## config.mk

```make
export PLATFORM = sky130hd
export DESIGN_NAME = grid_renderer
export DESIGN_NICKNAME = d
export VERILOG_FILES = /design/src/rtl/grid_renderer.sv
export SDC_FILE = /design/constraint.sdc
export NUM_CORES = 1
export LEC_CHECK = 0
export BUFFER_PORTS_ARGS = -buffer_cell sky130_fd_sc_hd__buf_2
export CAP_MARGIN = 5
export CORE_ASPECT_RATIO = 0.7
export CORE_MARGIN = 2
export CORE_UTILIZATION = 60
export DETAILED_ROUTE_END_ITERATION = 16
export GPL_ROUTABILITY_DRIVEN = 0
export PLACE_DENSITY = 0.83
export SLEW_MARGIN = 20
export SYNTH_ARGS = -nofsm -noshare
export SYNTH_HDL_FRONTEND = slang
export SYNTH_SLANG_ARGS = --single-unit
```

## constraint.sdc

```tcl
create_clock -name clock_50 -period 7.15 [get_ports clock_50]
set_input_delay 0.3575 -clock clock_50 [delete_from_list [all_inputs] [get_ports clock_50]]
set_output_delay 0.3575 -clock clock_50 [all_outputs]
set_load 0.02 [all_outputs]
```

## src/rtl/grid_renderer.sv

```systemverilog
// grid_renderer: scans the map grid and paints one CELL_PX square per cell.
// Build option GRID_RENDER_PELLET_DOT_EN: pellet tiles drawn as dot / plus.
module grid_renderer #(
  parameter int GRID_W   = 20,
  parameter int GRID_H   = 20,
  parameter int CELL_PX  = 5,
  parameter int READ_LAT = 2
) (
  input  logic       clock_50,
  input  logic       reset_n,
  input  logic       start,
  output logic       busy,
  output logic       done,
  output logic [4:0] grid_x,
  output logic [4:0] grid_y,
  output logic       grid_rw,
  input  logic [2:0] grid_data,
  output logic [7:0] vga_x,
  output logic [6:0] vga_y,
  output logic [2:0] colour,
  output logic       plot
);

  localparam int PW = (CELL_PX > 1) ? $clog2(CELL_PX) : 1;
  localparam int WW = (READ_LAT > 1) ? $clog2(READ_LAT) : 1;
  localparam logic [PW-1:0] PX_LAST = PW'(CELL_PX - 1);
  localparam logic [WW-1:0] W_LAST  = WW'(READ_LAT - 1);
  localparam logic [4:0]    GX_LAST = 5'(GRID_W - 1);
  localparam logic [4:0]    GY_LAST = 5'(GRID_H - 1);

  if (GRID_W * CELL_PX > 160 || GRID_H * CELL_PX > 120 ||
      GRID_W > 32 || GRID_H > 32 || READ_LAT < 1 || CELL_PX < 1)
  begin : g_bad_params
    $error("grid_renderer: parameters exceed VGA or port range");
  end

  typedef enum logic [2:0] {
    S_IDLE, S_ADDR, S_WAIT, S_PAINT, S_DONE
  } state_e;

  state_e state_q, state_d;
  logic [4:0]    gx_q, gx_d, gy_q, gy_d;
  logic [WW-1:0] wcnt_q, wcnt_d;
  logic [PW-1:0] px_q, px_d, py_q, py_d;
  logic [PW-1:0] nx, ny;
  logic [2:0]    tile_q, tile_d, tile_sel;
  logic [7:0]    vx_q, vx_d;
  logic [6:0]    vy_q, vy_d;
  logic [2:0]    col_q, col_d;
  logic          wait_last, pix_last, cell_last, load;

  function automatic logic [2:0] map_colour(input logic [2:0] t);
    logic [2:0] c;
    unique case (t)
      3'd0:    c = 3'b000;
      3'd1:    c = 3'b001;
      3'd2:    c = 3'b111;
      3'd3:    c = 3'b110;
      3'd4:    c = 3'b110;
      3'd5:    c = 3'b100;
      default: c = 3'b101;
    endcase
    return c;
  endfunction

`ifdef GRID_RENDER_PELLET_DOT_EN
  // Manhattan distance from the cell centre selects dot (2) or plus (3).
  function automatic logic [2:0] dot_colour(
    input logic [2:0] t,
    input logic [PW-1:0] x,
    input logic [PW-1:0] y
  );
    int dx, dy;
    logic [2:0] c;
    c  = map_colour(t);
    dx = int'(x) - CELL_PX / 2;
    dy = int'(y) - CELL_PX / 2;
    if (dx < 0) dx = -dx;
    if (dy < 0) dy = -dy;
    if (t == 3'd2 && (dx + dy) != 0) c = 3'b000;
    if (t == 3'd3 && (dx + dy) > 1)  c = 3'b000;
    return c;
  endfunction
`endif

  assign wait_last = (wcnt_q == W_LAST);
  assign pix_last  = (px_q == PX_LAST) && (py_q == PX_LAST);
  assign cell_last = (gx_q == GX_LAST) && (gy_q == GY_LAST);
  assign tile_sel  = (state_q == S_WAIT) ? grid_data : tile_q;

  always_ff @(posedge clock_50 or posedge reset_n) begin
    if (reset_n) state_q <= S_IDLE;
    else         state_q <= state_d;
  end

  always_comb begin
    state_d = state_q;
    unique case (state_q)
      S_IDLE:  if (start) state_d = S_ADDR;
      S_ADDR:  state_d = S_WAIT;
      S_WAIT:  if (wait_last) state_d = S_PAINT;
      S_PAINT: if (pix_last) state_d = cell_last ? S_DONE : S_ADDR;
      S_DONE:  state_d = S_IDLE;
      default: state_d = S_IDLE;
    endcase
  end

  always_comb begin
    busy = (state_q != S_IDLE);
    done = (state_q == S_DONE);
    plot = (state_q == S_PAINT);
  end

  always_comb begin
    nx = '0;
    ny = '0;
    if (state_q == S_PAINT) begin
      if (px_q == PX_LAST) begin
        ny = py_q + PW'(1);
      end else begin
        nx = px_q + PW'(1);
        ny = py_q;
      end
    end
  end

  always_comb begin
    gx_d   = gx_q;
    gy_d   = gy_q;
    wcnt_d = wcnt_q;
    px_d   = px_q;
    py_d   = py_q;
    tile_d = tile_q;
    vx_d   = vx_q;
    vy_d   = vy_q;
    col_d  = col_q;
    load   = 1'b0;
    unique case (state_q)
      S_IDLE: begin
        gx_d = '0;
        gy_d = '0;
      end
      S_ADDR: wcnt_d = '0;
      S_WAIT: begin
        wcnt_d = wcnt_q + WW'(1);
        if (wait_last) begin
          tile_d = grid_data;
          load   = 1'b1;
        end
      end
      S_PAINT: begin
        if (!pix_last) begin
          load = 1'b1;
        end else if (gx_q != GX_LAST) begin
          gx_d = gx_q + 5'd1;
        end else if (gy_q != GY_LAST) begin
          gx_d = '0;
          gy_d = gy_q + 5'd1;
        end
      end
      S_DONE: begin
        gx_d = '0;
        gy_d = '0;
      end
      default: ;
    endcase
    if (load) begin
      px_d = nx;
      py_d = ny;
      vx_d = 8'(gx_q) * 8'(CELL_PX) + 8'(nx);
      vy_d = 7'(gy_q) * 7'(CELL_PX) + 7'(ny);
`ifdef GRID_RENDER_PELLET_DOT_EN
      col_d = dot_colour(tile_sel, nx, ny);
`else
      col_d = map_colour(tile_sel);
`endif
    end
  end

  always_ff @(posedge clock_50 or posedge reset_n) begin
    if (reset_n) begin
      gx_q   <= '0;
      gy_q   <= '0;
      wcnt_q <= '0;
      px_q   <= '0;
      py_q   <= '0;
      tile_q <= '0;
      vx_q   <= '0;
      vy_q   <= '0;
      col_q  <= '0;
    end else begin
      gx_q   <= gx_d;
      gy_q   <= gy_d;
      wcnt_q <= wcnt_d;
      px_q   <= px_d;
      py_q   <= py_d;
      tile_q <= tile_d;
      vx_q   <= vx_d;
      vy_q   <= vy_d;
      col_q  <= col_d;
    end
  end

  assign grid_x  = gx_q;
  assign grid_y  = gy_q;
  assign grid_rw = 1'b0;
  assign vga_x   = vx_q;
  assign vga_y   = vy_q;
  assign colour  = col_q;

endmodule

```

==> out/results.ini, run 1 <==
[global_routing]
antenna_found_initial = 0
grt_pass1_vias = 1921
grt_overflow = 0
grt_pass1_wl_um = 8760
grt_max_degree = 42
grtUsageTotal_pct = 21.8

[sta]
rsz0062_at_grt = false
max-slew-margin-rel_pct = 44.0
max_freq_mhz = 323
period_share_pct = 43.4
finClkSkew_ns = 0.00541
slew_viol_final = 0
tns_ns = 0
timing.final.hold_violations = 0
period_needed_ns = 3.10
tightest_slew_ns = 0.837
finalSetupViolCount = 0
whs_ns = 0.187
setup_ws_ns = 4.05

[clock_network]
clk_pin_slew_ns = 0.07
clock-sinks = 41
cts_root_buf = clkbuf_8
cts_buffers = 5
clock_latency_ns = 0.29
cts_resized = 0
clock_path_buffers = 2
cts_max_level = 2
cts_tree = done
postCtsHoldBufs = 0
cts_setup_buffers = 0

[critical_path]
worstPathCellList = nand3b_1 -> inv_2 -> and2_1 -> ha_1 -> ha_1 -> fa_1 -> a21oi_1 -> o21ai_0 -> a21oi_1 -> a21oi_1
slowest_delay_ns = 0.55
cp.required_ns = 7.29
worst_path_max_delay_cell = dfrtp_1
path_class = reg -> reg
r2r_cells = 10
cp_max_fo = 11
reg2reg_setup_slack_ns = 4.05
r2r_end = vga_x[7]$_DFFE_PP0P_
start_kind = flip-flop
crit_path_frequent_cell = a21oi_1
critPathLaunch = state_q[1]$_DFFE_PP0P_
reg2reg_from = state_q[1]$_DFFE_PP0P_
critPathArrivalTime_ns = 3.24
cp-end-kind = flip-flop
setup.worst_path.end = vga_x[7]$_DFFE_PP0P_

[place]
place_ws_ns = 4.07
io_buffer_count = 36
dp_cells = 351
post-dp-hpwl_um = 3820

[floorplanning]
placementRows = 20
design.core.area_um2 = 4350
die-area_um2 = 5090
pin_count = 38
die_w_um = 84.4
dieHeight_um = 60.3
start_util_pct = 62.4

[yosys]
synth_top_area_share_pct = 37.8
syn-mean-instance-area_um2 = 10.1
ys_seq_area_share_pct = 37.8
synth_top_cell_by_area = dfrtp_1
ys_ff_latch = 41
yosys_warnings = 0
synth.most_common_cell = dfrtp_1
async_flop_share_pct = 100
synth_edf_count = 0
synth_area_leaders = dfrtp_1 38%, ha_1 16%, nand2_1 5.0%
syn-cell-area_um2 = 2720
synth_flop_cell = dfrtp_1
synthCells = 269
yosys-top-cells-count = 41 x dfrtp_1, 36 x nand2_1, 35 x ha_1, 19 x o21ai_0, 16 x a21oi_1
ys_types = 50
syn_nets = 312

[layout]
layout-drive-gt1-share_pct = 20.5
instances_no_fill = 357
fin_nets = 346
antenna_cells = 0
fillCellCount = 349
syn2layout_area_growth_pct = 9.68
fin_util_pct = 68.4

[detailed_routing]
ant_nets = 0
drtIter0Drc = 103
detail_route.wl_per_cell_um = 14.6
drcViolationCount = 0
vias = 2089
drt_first_pass_iters = 4
viasPerCell = 5.85
drt-total-wl_um = 5210

[outcome]
status = finished clean

[power]
ir_drop_mv = 0.0866
power_density_nw_per_um2 = 130
total_leakage_power_nw = 1.53

[hold_path]
hold_class = in -> async

[run]
cap_viol_max_count = 0

area by class of cell:
type | instances | area, um^2 | area share, %
flip-flops and latches | 41 | 1030 | 34.5
inverters | 9 | 33.8 | 1.13
well taps | 55 | 68.8 | 2.31
repair buffers | 37 | 188 | 6.30
multi-input cells | 209 | 1590 | 53.3
clock inverters | 1 | 5.00 | 0.168
clock buffers | 5 | 68.8 | 2.31
worst max-delay path: cells and delay by family, from the launching register on:
family	cells	cell delay, ns
adders and majority gates	3	0.89
DFF	1	0.55
AOI/OAI and AO/OA	4	0.56
and+or+nand+nor	2	0.65
buffers and inverters	1	0.31
stage by stage:
step	cell area, um^2	total power, mW
after floorplan	2720	0.248
after global placement	2900	0.253
after detailed placement	2900	0.253
after CTS	2980	0.392
after global routing	2980	0.402
final	2980	0.388
worst min-delay path by stage:
stage                                startpoint                     to  slack, ns  cells past startpoint
after floorplan           tile_q[2]$_DFFE_PP0P_  tile_q[2]$_DFFE_PP0P_       0.48                      1
after global placement     vga_x[1]$_DFFE_PP0P_   vga_x[1]$_DFFE_PP0P_       0.45                      2
after detailed placement   vga_y[0]$_DFFE_PP0P_   vga_y[0]$_DFFE_PP0P_       0.45                      2
after CTS                               reset_n   vga_y[5]$_DFFE_PP0P_       0.21                      3
after global routing                    reset_n   vga_y[6]$_DFFE_PP0P_       0.23                      3
final                                   reset_n   vga_y[6]$_DFFE_PP0P_       0.19                      3
kinds of logic after synthesis:
kind of cell,after synthesis,share of synthesized area [%]
AND/OR/NAND/NOR,86,17.4
AO/OA/AOI/OAI,66,16.3
buffers and inverters,19,3.73
adder cells (fa/ha/maj),37,17.6
other,1,0.138
flip-flops,41,37.8
multiplexers,12,4.79
XOR/XNOR,7,2.26
sequential cells by signal, indices dropped and copies added (netlist names):
name / flops
wait_last: 1
grid_y: 5
state_q: 3
vga_x: 8
tile_q: 3
px_q: 3
grid_x: 5
py_q: 3
colour: 3
vga_y: 7
cells in the final DEF (no fill, tap or decap), types with 2 or more instances in the layout:
cell | Yosys | final
nor2_1 | 14 | 14
and3_1 | 2 | 2
fa_1 | 2 | 2
a21oi_1 | 16 | 16
o22a_1 | 2 | 2
nand4bb_1 | 2 | 2
ha_1 | 35 | 35
o22ai_1 | 2 | 2
nor3_2 | 2 | 2
clkbuf_8 | 0 | 5
nor3_1 | 3 | 3
o21ai_0 | 19 | 19
o21bai_1 | 3 | 3
buf_2 | 3 | 36
mux2i_1 | 4 | 4
a211oi_1 | 5 | 5
a2111o_1 | 2 | 2
or3_1 | 3 | 3
inv_1 | 8 | 8
dfrtp_1 | 41 | 41
a31oi_1 | 3 | 3
nand4_1 | 6 | 6
nand3_1 | 3 | 3
nor4_1 | 3 | 3
o31ai_1 | 2 | 2
nand2_1 | 36 | 36
o221a_2 | 2 | 2
mux2_2 | 8 | 8
a21o_1 | 4 | 4
o41ai_1 | 2 | 2
xor2_1 | 2 | 2
xnor2_1 | 5 | 5
and2_1 | 3 | 3
per-layer routing:
| layer | track usage, % | up-vias | wire length (um) |
|---|---|---|---|
| met3 | 5.39 | 4 | 220 |
| met1 | 29.7 | 987 | 2590 |
| met4 | 4.76 | 0 | 31 |
| met5 | 0 | - | 0 |
| met2 | 36.1 | 49 | 2360 |
| li1 | - | 1049 | - |
report_power, final:
group | leakage, nW | switching (mW) | internal [mW] | total, mW
sequential | 0.508 | 0.000939 | 0.234 | 0.235
combinational | 0.985 | 0.00882 | 0.00445 | 0.0133
clock | 0.0399 | 0.0760 | 0.0643 | 0.140
total | 1.53 | 0.0857 | 0.302 | 0.388
Note: power is estimated with default switching activity, not from simulation.
==> run 2: changes to the inputs <==
--- a/config.mk
+++ b/config.mk
@@ -5,14 +5,15 @@
 export SDC_FILE = /design/constraint.sdc
 export NUM_CORES = 1
 export LEC_CHECK = 0
+export ABC_AREA = 1
 export BUFFER_PORTS_ARGS = -buffer_cell sky130_fd_sc_hd__buf_2
 export CAP_MARGIN = 5
 export CORE_ASPECT_RATIO = 0.7
 export CORE_MARGIN = 2
-export CORE_UTILIZATION = 60
+export CORE_UTILIZATION = 58
 export DETAILED_ROUTE_END_ITERATION = 16
 export GPL_ROUTABILITY_DRIVEN = 0
-export PLACE_DENSITY = 0.83
+export PLACE_DENSITY = 0.8
 export SLEW_MARGIN = 20
 export SYNTH_ARGS = -nofsm -noshare
 export SYNTH_HDL_FRONTEND = slang
==> constraint.sdc (replaced) <==
create_clock -name clock_50 -period 3.2 [get_ports clock_50]
set_input_delay 0.16 -clock clock_50 [delete_from_list [all_inputs] [get_ports clock_50]]
set_output_delay 0.16 -clock clock_50 [all_outputs]
set_load 0.02 [all_outputs]
==> run 2 against run 1 <==
Effect of this change:
- the flow now finishes with violations (design-rule violations)
- clock power grew to 3.0 times the previous value
- total power grew to 6.7 times the previous value
- clock skew is 0.0049 ns higher
- non-clock buffer count stayed put
- first-iteration DRC count is 0.97% lower
- count of clock-buffer cells in the layout is 1 higher
- combinational power grew to 100 times the previous value
- largest power group is now combinational cells
==> out/results.ini, run 2 <==
[critical_path]
cp-end-kind = flip-flop
critPathLaunch = px_q[0]$_DFFE_PP0P_
cp.required_ns = 3.39
worst_path_max_delay_cell = fa_1
cp_num_cells = 13
cp_top_family = adder cells
critPathArrivalTime_ns = 2.85
r2r_end = vga_y[5]$_DFFE_PP0P_
crit_path_frequent_cell = ha_1
critical_path_buf_inv_count = 1
path_class = reg -> reg
slowest_delay_ns = 0.41
worstPathCellList = inv_1 -> ha_1 -> nand2_2 -> o21ai_0 -> a21oi_1 -> ha_1 -> ha_1 -> fa_1 -> nand3_1 -> nand2_1 -> or2_2 -> nand3_1 -> nand2_1
r2r_cells = 13
reg2reg_setup_slack_ns = 0.54
reg2reg_from = px_q[0]$_DFFE_PP0P_
cp_max_fo = 8
setup.worst_path.end = vga_y[5]$_DFFE_PP0P_
start_kind = flip-flop

[yosys]
synth_top_area_share_pct = 37.7
synth_top_cell_by_area = dfrtp_1
yosys_warnings = 0
ys_types = 27
synth.most_common_cell = nand2_1
ys_ff_latch = 41
ys_seq_area_share_pct = 37.7
synth_flop_cell = dfrtp_1
synth_edf_count = 0
async_flop_share_pct = 100
syn_nets = 378
syn-mean-instance-area_um2 = 8.12
synthCells = 335
yosys-top-cells-count = 106 x nand2_1, 41 x dfrtp_1, 35 x ha_1, 29 x inv_1, 27 x nand3_1
synth_area_leaders = dfrtp_1 38%, ha_1 16%, nand2_1 15%
syn-cell-area_um2 = 2720

[floorplanning]
design.core.area_um2 = 4430
dieHeight_um = 61.3
placementRows = 20
start_util_pct = 61.4
pin_count = 38
die-area_um2 = 5260
die_w_um = 85.8

[sta]
slew_viol_final = 0
rsz0062_at_grt = false
finalSetupViolCount = 0
period_share_pct = 83.0
max_freq_mhz = 376
timing.final.hold_violations = 0
period_needed_ns = 2.66
max-slew-margin-rel_pct = 40.6
finClkSkew_ns = 0.0103
tightest_slew_ns = 0.891
tns_ns = 0

[clock_network]
postCtsHoldBufs = 0
clock-sinks = 41
cts_setup_buffers = 0
cts_buffers = 5
clk_pin_slew_ns = 0.08
clock_path_buffers = 2
cts_tree = done
cts_resized = 0
clock_latency_ns = 0.30
cts_root_buf = clkbuf_8
cts_max_level = 2

[detailed_routing]
drt-total-wl_um = 5530
drcViolationCount = 1
drt_first_pass_iters = 10
drtIter0Drc = 102
viasPerCell = 5.35
ant_nets = 0
detail_route.wl_per_cell_um = 12.9
vias = 2302

[layout]
final_cell_mix = 106 x nand2_1, 41 x dfrtp_1, 36 x buf_2
fillCellCount = 387
antenna_cells = 0
fin_nets = 417
syn2layout_area_growth_pct = 12.3
layout_commonest_cell = nand2_1
instances_no_fill = 430
layout-drive-gt1-share_pct = 16.0
fin_util_pct = 69.0
largest_register_ffs = 8

[global_routing]
grtUsageTotal_pct = 23.5
antenna_found_initial = 0
grt_pass1_vias = 2061
grt_pass1_wl_um = 9610
grt_overflow = 0
grt_max_degree = 27

[place]
post-dp-hpwl_um = 4120
dp_cells = 422
io_buffer_count = 36

[outcome]
status = finished with violations
violations = design-rule violations

[hold_path]
hold_class = in -> async

[power]
total_leakage_power_nw = 1.81
power_density_nw_per_um2 = 851
power_mw = 2.60
ir_drop_mv = 0.475

[run]
cap_viol_max_count = 0

==> run 2: cell types whose count changed after synthesis, moves of 6 or more <==
| cell | previous run | this run |
|---|---|---|
| mux2_2 | 8 | 0 |
| nand2_1 | 36 | 106 |
| a21oi_1 | 16 | 10 |
| inv_1 | 8 | 29 |
| nand3_1 | 3 | 27 |
| o21ai_1 | 0 | 12 |
| o21ai_0 | 19 | 6 |
==> run 2: cells by family after synthesis <==
logic type | after synthesis | share of synthesized area, %
AND/OR/NAND/NOR | 175 | 28.7
adder cells (fa/ha/maj) | 37 | 17.6
flip-flops | 41 | 37.7
AO/OA/AOI/OAI | 32 | 6.58
buffers and inverters | 38 | 5.75
other | 1 | 0.138
XOR/XNOR | 11 | 3.54
==> run 2: layout make-up <==
cell class | instances | area, um^2 | share of cell area (%)
clock inverters | 2 | 38.8 | 1.27
clock buffers | 6 | 72.6 | 2.38
multi-input cells | 256 | 1540 | 50.3
well taps | 55 | 68.8 | 2.25
inverters | 33 | 124 | 4.06
flip-flops and latches | 41 | 1030 | 33.6
repair buffers | 37 | 188 | 6.15
==> run 2: layer usage <==
metal | routed length, um | up-vias | global-route usage, %
met5 | 0 | - | 0
met1 | 2800 | 1090 | 32.7
li1 | - | 1173 | -
met4 | 22 | 0 | 5.22
met3 | 183 | 4 | 4.02
met2 | 2520 | 35 | 39.6
==> run 2: through the flow <==
stage,area [um^2],hold slack (ns),setup WS [ns]
after floorplan,2720,0.305,0.719
after global placement,2940,0.387,0.664
after detailed placement,2940,0.394,0.568
after CTS,3050,0.0774,0.553
after global routing,3050,0.127,0.302
final,3050,0.0407,0.544
==> run 2: worst min-delay path by stage <==
stage / cells past startpoint / slack, ns / from / endpoint
2_1_floorplan: 2 / 0.30 / grid_data[0] / tile_q[0]$_DFFE_PP0P_
3_3_place_gp: 2 / 0.39 / reset_n / vga_y[2]$_DFFE_PP0P_
3_5_place_dp: 2 / 0.39 / reset_n / vga_y[2]$_DFFE_PP0P_
4_1_cts: 2 / 0.08 / reset_n / wait_last$_DFFE_PP0N_
5_1_grt: 2 / 0.13 / reset_n / wait_last$_DFFE_PP0N_
6_report: 2 / 0.04 / reset_n / vga_y[2]$_DFFE_PP0P_
==> run 2: report_power, final <==
group | switching [mW] | internal, mW | leakage (nW)
clock | 0.187 | 0.234 | 0.0554
sequential | 0.140 | 0.679 | 0.534
combinational | 0.903 | 0.457 | 1.22
==> run 3: changes to the inputs <==
--- a/config.mk
+++ b/config.mk
@@ -10,10 +10,10 @@
 export CAP_MARGIN = 5
 export CORE_ASPECT_RATIO = 0.7
 export CORE_MARGIN = 2
-export CORE_UTILIZATION = 58
+export CORE_UTILIZATION = 52
 export DETAILED_ROUTE_END_ITERATION = 16
 export GPL_ROUTABILITY_DRIVEN = 0
-export PLACE_DENSITY = 0.8
+export PLACE_DENSITY = 0.76
 export SLEW_MARGIN = 20
 export SYNTH_ARGS = -nofsm -noshare
 export SYNTH_HDL_FRONTEND = slang
==> constraint.sdc (replaced) <==
create_clock -name clock_50 -period 2.1 [get_ports clock_50]
set_input_delay 0.105 -clock clock_50 [delete_from_list [all_inputs] [get_ports clock_50]]
set_output_delay 0.105 -clock clock_50 [all_outputs]
set_load 0.02 [all_outputs]
==> run 3 against run 2 <==
Effect of this change:
- the run ends with negative setup slack left
- via count rose by 9.5%
- critical path type unchanged
- worst hold slack better by 0.026 ns
- count of clock-buffer cells in the layout up 1
- critical endpoint unchanged
- sequential share of layout area fell by 5.4 points
- largest power group unchanged
==> out/results.ini, run 3 (synthesized netlist as in run 2, its figures left out) <==
[hold_path]
hold_class = in -> reg

[global_routing]
grt_pass1_wl_um = 10800
grt_overflow = 0
grt_max_degree = 42
grtUsageTotal_pct = 23.1
antenna_found_initial = 0
grt_pass1_vias = 2335

[power]
pwr-share-clk_pct = 13.4
swShare_pct = 44.3
p_sw_mw = 2.18
power_density_nw_per_um2 = 1350
combPwrFrac_pct = 62.5
ir_drop_mv = 0.695
seqPwrFrac_pct = 24.1
total_leakage_power_nw = 2.02
p_int_mw = 2.73

[detailed_routing]
detail_route.wl_per_cell_um = 13.2
drcViolationCount = 0
drt_first_pass_iters = 4
drtIter0Drc = 150
viasPerCell = 5.17
vias = 2520
ant_nets = 0
drt-total-wl_um = 6440

[floorplanning]
dieHeight_um = 64.5
start_util_pct = 55.3
die_w_um = 90.4
pin_count = 38
die-area_um2 = 5830
design.core.area_um2 = 4910
placementRows = 21

[critical_path]
reg2reg_setup_slack_ns = -0.17
cp.required_ns = 2.29
critical_path_buf_inv_count = 1
cp-end-kind = flip-flop
crit_path_frequent_cell = nand3_2
cp_max_fo = 7
critPathArrivalTime_ns = 2.46
slowest_delay_ns = 0.41
path_class = reg -> reg
worst_path_max_delay_cell = dfrtp_1
start_kind = flip-flop
worstPathCellList = inv_2 -> ha_4 -> nand2_4 -> o21ai_2 -> a21oi_2 -> ha_1 -> ha_2 -> fa_2 -> nand3_2 -> nand2_2 -> or2_4 -> nand3_2 -> nand2_1
cp_top_family = adder cells

[sta]
max_freq_mhz = 440
rsz0062_at_grt = true
timing.final.hold_violations = 0
slew_viol_final = 0
max-slew-margin-rel_pct = 65.7
period_share_pct = 108
setup_ws_ns = -0.172
finClkSkew_ns = 0.00395
period_needed_ns = 2.27
finalSetupViolCount = 8
whs_ns = 0.0663
tightest_slew_ns = 0.514

[clock_network]
clock_path_buffers = 2
clk_pin_slew_ns = 0.08
cts_max_level = 2
clock-sinks = 41
cts_root_buf = clkbuf_8
cts_tree = done
cts_buffers = 5
clock_latency_ns = 0.29

[layout]
fillCellCount = 380
layout_commonest_cell = nand2_1
final_cell_mix = 103 x nand2_1, 40 x buf_4, 39 x dfrtp_1
syn2layout_area_growth_pct = 34.1
layout-drive-gt1-share_pct = 35.2
fin_nets = 460
instances_no_fill = 487
antenna_cells = 0
largest_register_ffs = 8

[place]
io_buffer_count = 36
post-dp-hpwl_um = 4490
place_ws_ns = -0.230
dp_cells = 470

[run]
cap_viol_max_count = 0

[outcome]
status = finished with violations
violations = negative setup slack

==> run 3: cell types whose count changed in the layout (fill, tap and decap cells not counted), moves of 3 or more <==
cell	before	now
a21oi_1	10	7
nand3_1	27	20
buf_4	1	40
ha_2	0	4
inv_1	29	21
ha_1	35	23
o21ai_0	6	3
ha_4	0	8
nand3_2	1	8
inv_2	4	12
nand2_1	106	103
a21oi_2	0	3
==> run 3: power groups by stage <==
stage / clock (mW) / sequential (mW) / combinational, mW
global placement: 0 / 1.18 / 2.50
floorplan: 0 / 1.39 / 1.47
CTS: 0.674 / 1.17 / 2.94
detailed placement: 0 / 1.18 / 2.56
global route: 0.715 / 1.21 / 3.42
finish: 0.658 / 1.18 / 3.07
==> run 3: worst reg2reg max path: cells and delay by family (launching register included) <==
| kind | cells | cell delay, ns |
|---|---|---|
| and+or+nand+nor | 6 | 0.54 |
| buffers and inverters | 1 | 0.09 |
| adders and majority gates | 4 | 0.95 |
| DFF | 1 | 0.41 |
| AOI/OAI and AO/OA | 2 | 0.18 |
==> run 3: cell type report <==
cell class                 count  area (um^2)  area share [%]
multi-input combinational    256         1760            48.2
clock buffer                   7         86.3            2.37
tap                           69         86.3            2.37
inverter                      33          124            3.40
clock inverter                 1         30.0           0.824
timing repair buffer          80          533            14.6
sequential                    41         1030            28.2
==> run 3: through the flow <==
step           setup TNS, ns  instance area [um^2]  utilization (%)  total power, mW
2_1_floorplan         -0.407                  2740                -             2.86
3_3_place_gp          -0.903                  3250             66.2             3.67
3_5_place_dp           -1.40                  3250             66.2             3.74
4_1_cts               -0.724                  3560             72.4             4.79
5_1_grt                -1.78                  3640             74.2             5.34
6_report              -0.581                  3640             74.2             4.91
==> run 3: what timing repair did <==
item | CTS | global route
hold endpoints to repair | 41 | 0
pin swaps | 18 | 13
endpoints found under the setup margin | 11 | 11
buffers inserted | 4 | 4
hold buffers | 1 | 0
gates resized for setup | 30 | 17
==> run 3: final timing paths <==
path	end	cells after the start	from
min reg2reg	vga_x[1]$_DFFE_PP0P_	2	vga_x[1]$_DFFE_PP0P_
min	tile_q[0]$_DFFE_PP0P_	3	grid_data[0]
max	vga_y[5]$_DFFE_PP0P_	13	px_q[0]$_DFFE_PP0P_
max reg2reg	vga_y[5]$_DFFE_PP0P_	13	px_q[0]$_DFFE_PP0P_
max in group asynchronous	state_q[2]$_DFFE_PP0P_	4	reset_n
min in group asynchronous	px_q[0]$_DFFE_PP0P_	4	reset_n
==> run 3: metal layers <==
| metal | vias up | part of all wire (%) | GRT usage [%] | wire (um) |
|---|---|---|---|---|
| li1 | 1262 | - | - | - |
| met1 | 1183 | 47 | 31.4 | 3000 |
| met2 | 58 | 47 | 39.1 | 3010 |
| met3 | 17 | 4.3 | 3.84 | 280 |
| met4 | 0 | 2.3 | 5.77 | 146 |
| met5 | - | 0 | 0 | 0 |
